[config.mk]
export PLATFORM = sky130hd
export DESIGN_NAME = if_fetch_unit
export DESIGN_NICKNAME = d
export VERILOG_FILES = /design/src/rtl/pipe_pkg.sv /design/src/rtl/if_next_pc.sv /design/src/rtl/if_fetch_unit.sv
export SDC_FILE = /design/constraint.sdc
export NUM_CORES = 1
export LEC_CHECK = 0
export BUFFER_PORTS_ARGS = -buffer_cell sky130_fd_sc_hd__clkbuf_2
export CORE_MARGIN = 2
export CORE_UTILIZATION = 47
export DETAILED_ROUTE_END_ITERATION = 8
export PLACE_DENSITY_LB_ADDON = 0.25
export SLEW_MARGIN = 30
export SYNTH_ARGS = -nofsm -noshare
export SYNTH_HDL_FRONTEND = slang
export SYNTH_SLANG_ARGS = --single-unit
[constraint.sdc]
create_clock -name clk -period 2 [get_ports clk]
set_clock_uncertainty 0.15 [all_clocks]
set_input_delay 0.1 -clock clk [delete_from_list [all_inputs] [get_ports clk]]
set_output_delay 0.1 -clock clk [all_outputs]
set_load 0.05 [all_outputs]
[src/rtl/pipe_pkg.sv]
// pipe_pkg: opcode constants and IF/ID payload shared across the pipeline.
package pipe_pkg;
  localparam logic [1:0] OPC_ADDI = 2'b00;
  localparam logic [1:0] OPC_SLL = 2'b01;
  localparam logic [1:0] OPC_JUMP = 2'b11;
  localparam int PIPE_PC_W = 8;
  localparam int PIPE_INSTR_W = 8;
  typedef struct packed {
    logic [PIPE_PC_W-1:0] pc;
    logic [PIPE_INSTR_W-1:0] instr;
  } if_id_t;
endpackage

[src/rtl/if_next_pc.sv]
// if_next_pc: increment, jump decode and target splice for the fetch PC.
module if_next_pc #(
  parameter int PC_W = 8,
  parameter int OPC_W = 2,
  parameter logic [OPC_W-1:0] JUMP_OPC = 2'b11,
  parameter int JT_W = 6
) (
  input  logic [PC_W-1:0]  pc_i,
  input  logic [OPC_W-1:0] opc_i,
  input  logic [JT_W-1:0]  jt_i,
  output logic [PC_W-1:0]  next_pc_o
);
  localparam logic [PC_W-1:0] JT_MASK = {PC_W{1'b1}} >> (PC_W - JT_W);
  logic [PC_W-1:0] pc_inc;
  logic [PC_W-1:0] target;
  always_comb begin
    pc_inc = pc_i + 1'b1;
    target = (pc_inc & ~JT_MASK) | PC_W'(jt_i);
    next_pc_o = (opc_i == JUMP_OPC) ? target : pc_inc;
  end
endmodule

[src/rtl/if_fetch_unit.sv]
// if_fetch_unit: PC register and IF/ID register with valid/ready handshake and redirect flush.
module if_fetch_unit import pipe_pkg::*; #(
  parameter int PC_W = 8,
  parameter int INSTR_W = 8,
  parameter int OPC_W = 2,
  parameter logic [OPC_W-1:0] JUMP_OPC = OPC_JUMP,
  parameter int JT_W = 6,
  parameter logic [PC_W-1:0] RESET_PC = '0
) (
  input  logic               clk,
  input  logic               reset,
  output logic [PC_W-1:0]    imem_addr,
  input  logic [INSTR_W-1:0] imem_data,
  input  logic               redirect_valid,
  input  logic [PC_W-1:0]    redirect_pc,
  output logic               out_valid,
  input  logic               out_ready,
  output logic [INSTR_W-1:0] out_instr,
  output logic [PC_W-1:0]    out_pc
);
  typedef struct packed {
    logic [PC_W-1:0] pc;
    logic [INSTR_W-1:0] instr;
  } payload_t;
  logic [PC_W-1:0] pc_q, pc_d, next_pc;
  logic valid_q, valid_d, advance;
  payload_t pay_q, pay_d;
  if_next_pc #(.PC_W(PC_W), .OPC_W(OPC_W), .JUMP_OPC(JUMP_OPC), .JT_W(JT_W)) u_next_pc (
    .pc_i(pc_q),
    .opc_i(imem_data[INSTR_W-1 -: OPC_W]),
    .jt_i(imem_data[JT_W-1:0]),
    .next_pc_o(next_pc)
  );
  // A redirect still lets decode take the current payload; only the refill is flushed.
  always_comb begin
    advance = !valid_q || out_ready;
    pc_d = redirect_valid ? redirect_pc : advance ? next_pc : pc_q;
    valid_d = redirect_valid ? 1'b0 : advance ? 1'b1 : valid_q;
    pay_d = (advance && !redirect_valid) ? '{pc: pc_q, instr: imem_data} : pay_q;
  end
  always_ff @(posedge clk) begin
    if (reset) begin
      pc_q <= RESET_PC;
      valid_q <= 1'b0;
      pay_q <= '0;
    end else begin
      pc_q <= pc_d;
      valid_q <= valid_d;
      pay_q <= pay_d;
    end
  end
  assign imem_addr = pc_q;
  assign out_valid = valid_q;
  assign out_instr = pay_q.instr;
  assign out_pc = pay_q.pc;
endmodule

==> impl_metrics.ini <==
[global_routing]
grt_overflow = 0
antenna_found_initial = 0
gr-usage-all-layers_pct = 24.9
grt_max_degree = 22
grt_pass1_wl_um = 5060
grt_pass1_vias = 1127

[timing]
min_period_ns = 1.82
clock.fmax_ghz = 0.551
hold_violations = 0
rsz0062_at_grt = false
relSlewSlack_pct = 72.9
setup_violations = 0
setup_tns_ns = 0
maxSlewViolCount = 0
fin_ws_ns = 0.184
worstMarginPinSlew_ns = 0.407
fin_crit_sh_pct = 90.8

[worst_setup_path]
cp_data_arrival_time_ns = 1.89
critPathLaunchType = register
cp_data_required_time_ns = 2.08
rr_worst_depth = 4
critPathSlowestCell = dlygate4sd3_1
worstSetupEndpointType = register
timing.rr.end = imem_addr[1]
slowest_delay_ns = 0.56
path_cells = ha_1, a211oi_1, o22ai_1, dlygate4sd3_1
startpoint = imem_addr[0]
ff2ff_setup_slack_ns = 0.18
crit_fanout = 8
critPathKind = reg2reg
crit_path_end = imem_addr[1]
worstReg2RegStart = imem_addr[0]

[yosys]
ys_warn_count = 0
ys_ff_latch = 25
synth_seq_area_share_pct = 44.4
synthFlopType = dfxtp_1
synth.net_count = 162
netlist_area_mm2 = 0.00113
synth.distinct_cells = 30
synth_enable_flop_cells = 0
async_flop_share_pct = 0
netlist_instances = 141
synth.avg_cell_area_um2 = 7.99

[place]
gp_congestion = 0.905
portBuffers = 44
dp_cells = 208
post-place-ws_ns = 0.401
place.detailed.hpwl_um = 2110

[clocking]
cts_buffer_depth = 2
htreeDepth = 1
cts.sinks = 25
clk_latency_ns = 0.33
cts_made_buffers = 3
clk_pin_slew_worst_paths_ns = 0.13
post_cts_buffers = 0
cts_root_buf = clkbuf_4
cts_tree = built

[die]
die_h_um = 53.0
initial_core_util_pct = 50.4
fp.dieArea_mm2 = 0.00280
io_pins = 45
fp-row-count = 17
coreArea_mm2 = 0.00223
die_w_um = 53.0

[routing]
viasPerCell = 5.26
first_pass_iters = 4
vias = 1209
avgRoutedWirePerCell_um = 13.7
ant_nets = 0
drc = 0
wl_um = 3160
drt_iter0_drc = 9

[power]
p_switching_w = 0.000381
power_frac_clock_pct = 21.5
swShare_pct = 35.2
comb_power_share_pct = 26.8
p_int_w = 0.000702
p_per_area_mw_per_mm2 = 687
ir_drop_v = 0.000420
leakagePower_nw = 0.703
seqPwrFrac_pct = 51.8

[layout]
area_delta_synth_final_pct = 40.0
nNetsFinal = 224
fillers = 200
final_cells = 230
drive_gt1_share_pct = 29.2
n_antenna_cell = 0

[run]
max_cap_viol_count = 0

[hold_path]
hp-class = in2reg

[outcome]
status = complete, no violations
area by class of cell:
cell class                 count  area [µm²]  share of cell area [%]
sequential                    25         503                    31.9
clock buffer                   3        22.5                    1.43
tap                           28        35.0                    2.22
multi-input combinational    106         581                    36.8
clock inverter                 1        5.00                   0.317
inverter                       2        7.51                   0.476
timing repair buffer          65         423                    26.8
cell usage after synthesis (2+ instances only):
cell / n / share of area [%]
dfxtp_1: 25 / 44
a211o_1: 2 / 1.6
nand2b_1: 2 / 1.1
buf_4: 2 / 1.3
and3_1: 3 / 1.7
inv_1: 2 / 0.67
nand3_1: 3 / 1.3
a21oi_1: 24 / 11
a22o_1: 2 / 1.6
nand2_1: 36 / 12
xor2_1: 4 / 3.1
nor2_1: 5 / 1.7
o21a_1: 2 / 1.3
clkbuf_1: 4 / 1.3
o21ai_0: 7 / 3.1
nor3b_1: 3 / 2.0
buf_2: 2 / 0.89
through the flow:
step	util, %	instance area (µm²)	total power (W)	hold WS, ns
after floorplan	-	1130	0.000753	0.0554
after global placement	61.1	1360	0.000821	0.177
after detailed placement	61.1	1360	0.000826	0.176
after CTS	70.4	1570	0.00108	0.0800
after global routing	70.6	1580	0.00112	0.118
final	70.6	1580	0.00108	0.0844
sequential cells by signal, indices dropped and copies added, names as in the netlist:
signal,cells
out_pc,8
out_valid,1
imem_addr,8
out_instr,8
metal layers:
| layer | wire length (µm) | GRT usage (%) |
|---|---|---|
| met1 | 1340 | 29.6 |
| met2 | 1640 | 44.8 |
| met3 | 134 | 2.54 |
| met4 | 47 | 11.1 |
| met5 | 0 | 0 |
how the worst min path moves through the flow:
stage	endpoint	start	depth (start not counted)	slack (ns)
6_report	imem_addr[7]	redirect_valid	2	0.08
5_1_grt	imem_addr[7]	redirect_valid	2	0.12
4_1_cts	imem_addr[7]	redirect_valid	2	0.08
3_5_place_dp	imem_addr[2]	redirect_pc[2]	2	0.18
3_3_place_gp	imem_addr[2]	redirect_pc[2]	2	0.18
2_1_floorplan	out_valid	reset	1	0.06
kinds of logic after synthesis:
group,synth area share [%]
DFF,44.4
xor gates and xnor gates,3.11
adders and majority gates,1.11
and+or+nand+nor,25.9
buffers and inverters,4.22
AOI/OAI and AO/OA,21.2
worst max-delay path: cells and delay by family (launching register included):
family	cells	cell delay, ns
flip-flops	1	0.39
buffers and inverters	1	0.56
adder cells (fa/ha/maj)	1	0.31
AO/OA/AOI/OAI	2	0.30
power by group through the flow:
| stage | Clock (W) | Sequential [W] | Combinational, W |
|---|---|---|---|
| detailed placement | 0 | 0.000569 | 0.000257 |
| floorplan | 0 | 0.000667 | 0.0000853 |
| global placement | 0 | 0.000566 | 0.000255 |
| finish | 0.000233 | 0.000561 | 0.000290 |
| global route | 0.000247 | 0.000565 | 0.000311 |
| CTS | 0.000237 | 0.000558 | 0.000287 |
cells in the final DEF, fill, tap and decap left out, drive strengths merged:
cell type	Yosys	final
and2b	1	1
nor2b	1	1
nand3	4	4
nor2	6	6
nor4b	1	1
clkinv	0	1
a22o	2	2
o211ai	1	1
a211o	2	2
xor2	4	4
or3	1	1
nand2	36	36
ha	1	1
dfxtp	25	25
inv	2	2
dlygate4sd3	0	18
o21a	2	2
a21oi	24	24
clkbuf	4	47
nor3b	3	3
o22ai	2	2
and3	4	4
a211oi	1	1
nand2b	2	2
o21ai	7	7
buf	4	3
nor3	1	1
what timing repair did:
item,4_1_cts,5_1_grt
hold buffers,18,0
setup endpoints to repair,0,1
endpoints found under the hold margin,17,0
gates resized for setup,0,3
Note: power is estimated with default switching activity, not from simulation.
